<file path="src/rtl/approx_seq_mul.sv">
// Sequential shift-and-add unsigned multiplier. Each iteration's row add uses
// OR-based approximate cells in the low APPROX_BITS positions and exact full adders above them.
module approx_seq_mul #(
  parameter int N           = 8,
  parameter int APPROX_BITS = 2
) (
  input  logic             clk,
  input  logic             rst_n,
  input  logic             start,
  input  logic [N-1:0]     a,
  input  logic [N-1:0]     b,
  output logic             busy,
  output logic             done,
  output logic [2*N-1:0]   product
);

  localparam int CW = $clog2(N);

  typedef enum logic {
    IDLE,
    RUN
  } state_t;

  state_t          state;
  logic [N-1:0]    a_reg;
  logic [N-1:0]    b_reg;
  logic [2*N-1:0]  acc;
  logic [CW-1:0]   cnt;

  logic [N-1:0]    pp;
  logic [N-1:0]    row_x;
  logic [N:0]      row_sum;
  logic [N:0]      carry;
  logic [2*N-1:0]  acc_next;

  assign pp    = b_reg[0] ? a_reg : '0;
  assign row_x = acc[2*N-1:N];

  // carry[i] enters cell i. Approximate cells pass a zero carry upward.
  // Only the topmost approximate cell produces a carry, using a plain AND of its inputs.
  assign carry[0] = 1'b0;

  for (genvar i = 0; i < N; i++) begin : g_row
    if (i < APPROX_BITS) begin : g_approx
      assign row_sum[i]  = row_x[i] | pp[i];
      assign carry[i+1]  = (i == APPROX_BITS - 1) ? (row_x[i] & pp[i]) : carry[i];
    end else begin : g_exact
      assign row_sum[i]  = row_x[i] ^ pp[i] ^ carry[i];
      assign carry[i+1]  = (row_x[i] & pp[i]) | (carry[i] & (row_x[i] ^ pp[i]));
    end
  end

  assign row_sum[N] = carry[N];
  assign acc_next   = {row_sum, acc[N-1:1]};

  // NOTE: sequential state uses non-blocking assignments only. Every register is
  // cleared by the asynchronous reset, so an aborted operation leaves nothing behind.
  always_ff @(posedge clk or negedge rst_n) begin
    if (!rst_n) begin
      state   <= IDLE;
      a_reg   <= '0;
      b_reg   <= '0;
      acc     <= '0;
      cnt     <= '0;
      busy    <= 1'b0;
      done    <= 1'b0;
      product <= '0;
    end else begin
      done <= 1'b0;
      case (state)
        IDLE: begin
          if (start) begin
            a_reg <= a;
            b_reg <= b;
            acc   <= '0;
            cnt   <= '0;
            busy  <= 1'b1;
            state <= RUN;
          end
        end
        RUN: begin
          acc   <= acc_next;
          b_reg <= b_reg >> 1;
          cnt   <= cnt + 1'b1;
          if (cnt == CW'(N - 1)) begin
            product <= acc_next;
            done    <= 1'b1;
            busy    <= 1'b0;
            state   <= IDLE;
          end
        end
        default: state <= IDLE;
      endcase
    end
  end

endmodule

</file>
<file path="config.mk">
export PLATFORM = sky130hd
export DESIGN_NAME = approx_seq_mul
export DESIGN_NICKNAME = d
export VERILOG_FILES = /design/src/rtl/approx_seq_mul.sv
export SDC_FILE = /design/constraint.sdc
export NUM_CORES = 1
export LEC_CHECK = 0
export ABC_AREA = 1
export CAP_MARGIN = 20
export CORE_MARGIN = 10
export CORE_UTILIZATION = 47
export CTS_CLUSTER_DIAMETER = 50
export CTS_CLUSTER_SIZE = 40
export DETAILED_ROUTE_END_ITERATION = 6
export GPL_TIMING_DRIVEN = 0
export HOLD_SLACK_MARGIN = 0.1
export MAX_ROUTING_LAYER = met4
export PLACE_DENSITY_LB_ADDON = 0.05
export SKIP_LAST_GASP = 1
export SLEW_MARGIN = 10
export SYNTH_ARGS = -nofsm -noshare
export SYNTH_HDL_FRONTEND = slang
export SYNTH_SLANG_ARGS = --single-unit
</file>
<file path="constraint.sdc">
create_clock -name clk -period 3.3 [get_ports clk]
set_input_delay 0.66 -clock clk [delete_from_list [all_inputs] [get_ports clk]]
set_output_delay 0.66 -clock clk [all_outputs]
set_load 0.05 [all_outputs]
</file>
Word level (Yosys, flattened, before mapping)
Cells that the tools add are included.

storage, ports and cells
  bits in registers = 54
  output and inout bits = 18

cells by class
  equality and inequality tests = 3
  bitwise logic cells = 34
  add/sub/neg operators = 1
  multiplexer cells = 15
  reduce and logical (&&, ||, !) cells = 3

operator list
  kind                   count
  $pmux W16 S2           1
  $mux W16               1
  $mux W8                2
  $pmux W8 S2            1
  $and A1 B1 Y1          13
  $xor A1 B1 Y1          12
  $or A1 B1 Y1           8
  $mux W1                6
  $pmux W3 S2            1
  $reduce_and A2 Y1      3
  $pmux W1 S2            2
  $add A3 B1 Y3 const B  1
  $eq A3 B3 Y1 const B   1
  $mux W3                1
  $ne A2 B1 Y1 const B   1
  $ne A2 B2 Y1 const B   1
  $not A1 Y1             1

Depth between registers and ports, before layout
Gate-level depths: netlist of the first run.

  depth after elaboration = 15
  mapped depth = 11
  mapped depth without buffers = 10

Worst setup path before layout of the first run
OpenSTA, ideal clock, no wires.

  path kind = register to register
  from = register b_reg[0]
  to = register acc[14]
  required time = 3.217 ns
  clock period less this slack = 3.183 ns
  stages on the path, launching flop included = 12
  data arrival time = 3.101 ns
  path buffers = 1
  slack = 0.117 ns
  setup time = 0.083 ns
  cell sequence = dfrtp_1 buf_2 nand2_1 inv_1 fa_1 fa_1 fa_1 fa_1 fa_1 inv_1 fa_1 o21ai_0

on the way
  cells in the longest elaborated chain, start to end = 14

ends and longest elaborated chain
  element                                                line    source
  start, declared                                        26      logic [N-1:0] b_reg;
  start signal, assigned                                 83      b_reg <= b_reg >> 1;
  $mux W8 *                                              36      assign pp = b_reg[0] ? a_reg : '0;
  $and A1 B1 Y1 / $xor A1 B1 Y1 (equally long branches)  46, 49
  $and A1 B1 Y1                                          49      assign carry[i+1] = (row_x[i] & pp[i]) | (carry[i] & (row_x[i] ^ pp[i]));
  $or A1 B1 Y1                                           49
  $and A1 B1 Y1                                          49
  $or A1 B1 Y1                                           49
  $and A1 B1 Y1                                          49
  $or A1 B1 Y1                                           49
  $and A1 B1 Y1                                          49
  $or A1 B1 Y1                                           49
  $and A1 B1 Y1                                          49
  $or A1 B1 Y1                                           49
  $xor A1 B1 Y1 *                                        48      assign row_sum[i] = row_x[i] ^ pp[i] ^ carry[i];
  $pmux W16 S2 *                                         70      case (state)
  end signal, assigned                                   82      acc <= acc_next;
  end, declared                                          27      logic [2*N-1:0] acc;

Mark *: on every way between the ends. The rest lies on a longest branch, timed or not.
A chain may end at the register's enable or synchronous reset.

Worst setup path after layout of the first run
Ends and elaborated chain as after synthesis.

==> reports/qor.log, run 1 <==
qor: finish.ratio_of_cells_with_drive_above_1_in_the_final_layout 13.5%
qor: finish.finish.net_count 315
qor: route.postRouteWirelength 4420 um
qor: grt.grt_first_pass_wirelength 8050 um
qor: placed_design.finalWeightedCongestion 0.749
qor: job.max_cap_viol_count 0
qor: logic_synthesis.netlist-cell-type-count 17
qor: grt.grt-ovfl-total 0
qor: finish.num_antenna_cells 0
qor: worst_setup_path.timing.critical_path.fanout_max 8
qor: worst_setup_path.crit_family adder cells
qor: power_and_ir_drop.portion_of_total_power_attributed_to_combinational_logic 42.7%
qor: worst_setup_path.cp_data_arrival_time 3360 ps
qor: worst_setup_path.worst_path_most_repeated_cell fa_2
qor: timing.fin_worst_skew 4.19 ps
qor: clock_network.clock_tree.root_cell clkbuf_8
qor: worst_setup_path.setup.worst_path.end_class flip-flop
qor: logic_synthesis.synth_area 0.00230 mm^2
qor: worst_setup_path.worst_path_max_delay_cell dfrtp_2
qor: power_and_ir_drop.share_clk_of_total_power 17.2%
qor: logic_synthesis.syn_nets 271
qor: clock_network.cts.htree.levels 2
qor: route.vias 1625
qor: timing.setup-violations-final 0
qor: logic_synthesis.syn-mean-instance-area 9.41 um^2
qor: timing.rsz0062_at_grt no
qor: timing.period_share 94.8%
qor: finish.number_of_fill_cells 435
qor: placed_design.placed_area 0.00275 mm^2
qor: finish.most_common_cell_after_layout_fill_and_taps_aside nand2_1
qor: power_and_ir_drop.cellLeakagePower 0.00144 uW
qor: worst_setup_path.worstSetupPathType flip-flop to flip-flop
qor: power_and_ir_drop.power_density 904 mW/mm^2
qor: power_and_ir_drop.power_report.internal_total 1550 uW
qor: grt.initial_antenna_violation_count 0
qor: finish.largest_reg_flops 16
qor: floorplanning.core_region_area 0.00472 mm^2
qor: timing.worst_pin_slew 511 ps
qor: floorplanning.die-width 89.9 um
qor: floorplanning.die_h 89.9 um
qor: placed_design.dpl.hpwl 3210 um
qor: power_and_ir_drop.p_seq_share 40.0%
qor: clock_network.cts.path.max_buffers 2
qor: power_and_ir_drop.peak_supply_drop 456 uV
qor: finish.regMostFlops product
qor: floorplanning.pin_count 37
qor: power_and_ir_drop.power.switching 1060 uW
qor: worst_setup_path.critical-path-max-stage-delay 470 ps
qor: clock_network.clkSlewWorstSetupHoldPaths 90 ps
qor: floorplanning.floorplan.initialDensity 48.6%
qor: finish.layout.cell_area.non_filler 0.00289 mm^2
qor: timing.hold_viol_final 0
qor: logic_synthesis.seq_area_frac_synth 57.8%
qor: clock_network.cts_inserted_buffers 5
qor: placed_design.io_buffer_count 35
qor: clock_network.post_cts_hold_buffer_count 0
qor: finish.area_growth 25.8%
qor: route.post_drt_wl_per_cell 12.4 um
qor: timing.final_sum_of_negative_setup_slack 0 ps
qor: min_path.hold_class input pin to asynchronous set/reset pin
qor: worst_setup_path.buffer_and_inverter_count_on_the_worst_path 2
qor: grt.first_global_vias 1733
qor: route.detailedRoute.firstPassIterationCount 6
qor: power_and_ir_drop.p_sw_share 40.6%
qor: route.vias_per_cell 4.56
qor: timing.timing.final.crit_period 3130 ps
qor: clock_network.cts.sinks 53
qor: timing.clock.fmax 320 MHz
qor: grt.grt.total_usage 12.2%
qor: floorplanning.core.rowCount 25
qor: route.antenna_violating_nets_post_route 0
qor: finish.multiInputGateArea 815 um^2
qor: route.drt-initial-drc-count 110
qor: timing.relSlewSlack 65.8%
qor: route.final_routed_drc_violation_total 0
qor: worst_setup_path.start_kind flip-flop
qor: grt.maximum_number_of_pins_on_one_net_before_global_route_repair 35
qor: finish.mostFrequentLayoutCells nand2_1, dfrtp_1, clkdlybuf4s50_1
qor: timing.drv_slew 0
qor: worst_setup_path.cp_data_required_time 3530 ps
qor: status.outcome completed
qor: logic_synthesis.post_synth_inst_count 244
qor: floorplanning.die-area 0.00808 mm^2
qor: logic_synthesis.yosysWarningCount 0
qor: finish.reg.largest.list product (16), acc (15)
qor: worst_setup_path.critical_path.cell_chain nand2_1 > inv_1 > fa_2 > fa_2 > fa_2 > fa_2 > fa_1 > inv_1 > fa_2 > o21ai_2
qor: logic_synthesis.count_of_state_elements_after_synthesis 53
qor: clock_network.cts_tree done
qor: finish.layout.area.seq 0.00133 mm^2
qor: clock_network.worst_skew_pair.late_latency 300 ps
==> power groups by stage <==
stage	registers, uW	clock network (uW)	logic (uW)
2_1_floorplan	1310	0	504
3_3_place_gp	1040	0	1110
3_5_place_dp	1050	0	1130
4_1_cts	1050	463	1120
5_1_grt	1080	490	1260
6_report	1040	450	1120
==> per-layer routing <==
layer	share of wire [%]	GRT usage (%)	up-vias
met4	1.0	3.18	0
met3	5.2	4.16	5
met5	0	-	-
met2	42	18.5	37
li1	-	-	839
met1	52	15.4	744
==> cells in the mapped netlist <==
cell | number | area, um^2
buf_6 | 4 | 45.0
nor2_2 | 1 | 6.26
buf_2 | 5 | 25.0
nand2_1 | 104 | 390
nor2_1 | 2 | 7.51
dfrtp_1 | 53 | 1330
ha_1 | 2 | 25.0
o21ai_0 | 19 | 95.1
nand3_1 | 14 | 70.1
fa_1 | 6 | 120
inv_1 | 21 | 78.8
a21oi_1 | 1 | 5.00
nand2_2 | 1 | 6.26
buf_4 | 2 | 15.0
nor2_8 | 1 | 20.0
inv_2 | 2 | 7.51
o21ai_2 | 6 | 52.6
==> worst reg2reg max path, delay by kind of cell (launching register included) <==
| kind | cells | cell delay (ps) |
|---|---|---|
| and+or+nand+nor | 1 | 90 |
| adders and majority gates | 6 | 2220 |
| DFF | 1 | 470 |
| buffers and inverters | 2 | 140 |
| AOI/OAI and AO/OA | 1 | 150 |
==> final timing paths <==
check | startpoint | end | slack (ps) | depth (start not counted)
setup / recovery | b_reg[0]$_DFFE_PN0P_ | acc[14]$_DFFE_PN0P_ | 170 | 10
hold / removal | rst_n | acc[11]$_DFFE_PN0P_ | 300 | 1
setup reg to reg | b_reg[0]$_DFFE_PN0P_ | acc[14]$_DFFE_PN0P_ | 170 | 10
hold reg to reg | acc[1]$_DFFE_PN0P_ | product[0]$_DFFE_PN0P_ | 480 | 2
max in group asynchronous | rst_n | cnt[2]$_DFFE_PN0P_ | 2480 | 2
min in group clk | acc[1]$_DFFE_PN0P_ | product[0]$_DFFE_PN0P_ | 480 | 2
==> layout make-up <==
| cell class | instances | area share, % |
|---|---|---|
| plain buffers | 10 | 2.77 |
| clock buffers | 7 | 2.99 |
| clock inverters | 1 | 1.04 |
| inverters | 23 | 2.99 |
| multi-input cells | 157 | 28.2 |
| flip-flops and latches | 53 | 46.0 |
| well taps | 67 | 2.90 |
| repair buffers | 38 | 13.2 |
==> metrics by stage <==
stage	worst slack (ps)	util [%]	total power [uW]	instances	hold WS, ps
after floorplan	117	-	1820	244	364
after global placement	-65.8	57.8	2160	346	457
after detailed placement	-80.5	58.1	2180	347	459
after CTS	32.9	60.6	2630	354	309
after global routing	36.2	61.2	2840	356	331
final	173	61.2	2610	356	298
==> logic make-up after synthesis <==
group                    count (synthesis)  synth area share, %
AND/OR/NAND/NOR                        123                 21.8
flip-flops                              53                 57.8
buffers and inverters                   34                 7.47
AO/OA/AOI/OAI                           26                 6.65
adder cells (fa/ha/maj)                  8                 6.32
==> timing repair <==
| action | 4_1_cts | 5_1_grt |
|---|---|---|
| gates resized for setup | 4 | 4 |
| setup endpoints to repair | 2 | 2 |
| pin swaps | 2 | 1 |
| setup buffers | 0 | 2 |
(Power assumes the default switching activity.)
==> run 2: changes to the inputs <==
--- a/config.mk
+++ b/config.mk
@@ -7,6 +7,7 @@
 export LEC_CHECK = 0
 export ABC_AREA = 1
 export CAP_MARGIN = 20
+export CORE_ASPECT_RATIO = 0.9
 export CORE_MARGIN = 10
 export CORE_UTILIZATION = 47
 export CTS_CLUSTER_DIAMETER = 50
==> run 2 against run 1 <==
Effect of this change:
- non-clock buffer count did not move
- sequential power barely moved
- first-iteration DRC count fell by 32%
- highest routed layer unchanged
- largest power group unchanged
- via count fell by 0.92%
==> reports/qor.log, run 2 (synthesis results as in run 1) <==
qor: placed_design.dpl.hpwl 3280 um [was 3210 um]
qor: floorplanning.die-width 93.7 um [was 89.9 um]
qor: timing.fin_worst_skew 6.30 ps [was 4.19 ps]
qor: clock_network.worst_skew_pair.late_latency 300 ps [about the same]
qor: grt.grt_use_met2 17.8% [was 18.5%]
qor: finish.finish.net_count 315 [unchanged]
qor: clock_network.cts_inserted_buffers 5 [unchanged]
qor: min_path.hold_class input pin to asynchronous set/reset pin [unchanged]
qor: finish.largest_reg_flops 16 [unchanged]
qor: finish.layout.cell_area.non_filler 0.00285 mm^2 [was 0.00289 mm^2]
qor: grt.grt_first_pass_wirelength 7680 um [was 8050 um]
qor: timing.relSlewSlack 66.6% [was 65.8%]
qor: route.vias 1610 [was 1625]
qor: timing.setup-violations-final 0 [unchanged]
qor: route.post_drt_wl_per_cell 12.6 um [was 12.4 um]
qor: power_and_ir_drop.power_density 883 mW/mm^2 [was 904 mW/mm^2]
qor: power_and_ir_drop.cellLeakagePower 0.00142 uW [was 0.00144 uW]
qor: floorplanning.core.rowCount 24 [was 25]
qor: timing.timing.final.crit_period 3180 ps [was 3130 ps]
qor: floorplanning.core_region_area 0.00477 mm^2 [was 0.00472 mm^2]
qor: grt.first_global_vias 1696 [was 1733]
qor: finish.regMostFlops product [unchanged]
qor: floorplanning.pin_count 37 [unchanged]
qor: clock_network.cts_tree done [unchanged]
qor: grt.globalRouteMet1Util 15.7% [was 15.4%]
qor: floorplanning.die-area 0.00808 mm^2 [about the same]
qor: floorplanning.floorplan.initialDensity 48.1% [was 48.6%]
qor: power_and_ir_drop.peak_supply_drop 441 uV [was 456 uV]
qor: route.antenna_violating_nets_post_route 0 [unchanged]
qor: clock_network.post_cts_hold_buffer_count 0 [unchanged]
qor: grt.initial_antenna_violation_count 0 [unchanged]
qor: timing.worst_pin_slew 499 ps [was 511 ps]
qor: finish.most_common_cell_after_layout_fill_and_taps_aside nand2_1 [unchanged]
qor: grt.grt.total_usage 12.0% [was 12.2%]
qor: timing.hold_viol_final 0 [unchanged]
qor: finish.reg.largest.list product (16), acc (15) [unchanged]
qor: route.drt-initial-drc-count 75 [was 110]
qor: timing.final_sum_of_negative_setup_slack 0 ps [unchanged]
qor: worst_setup_path.cp_data_arrival_time 3410 ps [was 3360 ps]
qor: placed_design.placed_area 0.00274 mm^2 [was 0.00275 mm^2]
qor: route.postRouteWirelength 4440 um [was 4420 um]
qor: grt.grt_most_used_layer met2 [unchanged]
qor: timing.clock.fmax 315 MHz [was 320 MHz]
qor: grt.grt-ovfl-total 0 [unchanged]
qor: route.vias_per_cell 4.55 [was 4.56]
qor: worst_setup_path.start_kind flip-flop [unchanged]
qor: finish.area_growth 23.9% [was 25.8%]
qor: placed_design.io_buffer_count 35 [unchanged]
qor: status.outcome completed [unchanged]
qor: grt.maximum_number_of_pins_on_one_net_before_global_route_repair 35 [unchanged]
qor: placed_design.finalWeightedCongestion 0.757 [was 0.749]
qor: worst_setup_path.cp_data_required_time 3540 ps [was 3530 ps]
qor: power_and_ir_drop.power 2510 uW [was 2610 uW]
qor: clock_network.cts.sinks 53 [unchanged]
qor: worst_setup_path.setup.worst_path.end_class flip-flop [unchanged]
qor: route.final_routed_drc_violation_total 0 [unchanged]
qor: worst_setup_path.worstSetupPathType flip-flop to flip-flop [unchanged]
qor: clock_network.clkSlewWorstSetupHoldPaths 90 ps [about the same]
qor: clock_network.cts.htree.levels 2 [unchanged]
qor: timing.rsz0062_at_grt no [unchanged]
qor: floorplanning.die_h 86.3 um [was 89.9 um]
qor: timing.final_hold_slack 305 ps [was 298 ps]
qor: worst_setup_path.timing.reg2reg.setup_slack 120 ps [was 170 ps]
qor: job.max_cap_viol_count 0 [unchanged]
qor: grt.globalRouteMet3Util 3.63% [was 4.16%]
qor: finish.mostFrequentLayoutCells nand2_1, dfrtp_1, clkdlybuf4s50_1 [unchanged]
qor: route.detailedRoute.firstPassIterationCount 4 [was 6]
qor: finish.num_antenna_cells 0 [unchanged]
qor: worst_setup_path.timing.critical_path.fanout_max 7 [was 8]
qor: timing.period_share 96.2% [was 94.8%]
qor: finish.ratio_of_cells_with_drive_above_1_in_the_final_layout 12.1% [was 13.5%]
qor: clock_network.cts.path.max_buffers 2 [unchanged]
qor: timing.drv_slew 0 [unchanged]
qor: clock_network.clock_tree.root_cell clkbuf_8 [unchanged]
[run 2: changes by cell type in the layout (fill, tap and decap cells not counted), sizes merged]
cell / change
clkinvlp: +1
bufinv: -1
[run 2: worst paths after layout]
kind,start,endpoint,cells past startpoint
hold reg to reg,acc[4]$_DFFE_PN0P_,acc[4]$_DFFE_PN0P_,2
min in group clk,acc[4]$_DFFE_PN0P_,acc[4]$_DFFE_PN0P_,2
setup reg to reg,b_reg[0]$_DFFE_PN0P_,product[14]$_DFFE_PN0P_,10
max in group asynchronous,rst_n,acc[5]$_DFFE_PN0P_,2
setup / recovery,b_reg[0]$_DFFE_PN0P_,product[14]$_DFFE_PN0P_,10
hold / removal,rst_n,product[11]$_DFFE_PN0P_,1
[run 2: critical path, cell delays in order (launching register included)]
cell     delay [ps]
dfrtp_2         460
nand2_1          80
inv_1            60
fa_1            410
fa_1            390
fa_2            350
fa_2            340
fa_1            370
inv_1            80
fa_1            450
o21ai_2         140
[run 2: final cells by class]
class	instances	area [um^2]
Clock buffer	7	76.3
Timing Repair Buffer	38	380
Buffer	10	80.1
Fill cell	425	1930
Clock inverter	1	7.51
Multi-Input combinational cell	157	806
Sequential cell	53	1330
Inverter	23	86.3
Tap cell	65	81.3
[run 2: power by group]
part / switching (uW) / leakage (uW) / internal (uW) / total [uW]
sequential: 139 / 0.000685 / 905 / 1040
combinational: 721 / 0.000694 / 395 / 1120
clock: 202 / 0.0000385 / 151 / 353
total: 1060 / 0.00142 / 1450 / 2510
[run 2: metrics by stage]
step | util (%) | worst slack, ps | instances
floorplan | - | 117 | 244
global placement | 57.1 | -79.7 | 344
detailed placement | 57.4 | -62.2 | 345
CTS | 59.2 | 18.3 | 352
global route | 59.6 | 36.9 | 354
finish | 59.6 | 124 | 354
[run 2: metal layers]
| metal | part of all wire, % | vias to the layer above |
|---|---|---|
| li1 | - | 834 |
| met1 | 53 | 732 |
| met2 | 41 | 40 |
| met3 | 5.9 | 4 |
| met4 | 0.74 | 0 |
| met5 | 0 | - |
[run 2: timing repair]
action / CTS / global route
setup buffers: 0 / 2
pin swaps: 1 / 1
endpoints found under the setup margin: 2 / 2
gates resized for setup: 3 / 2
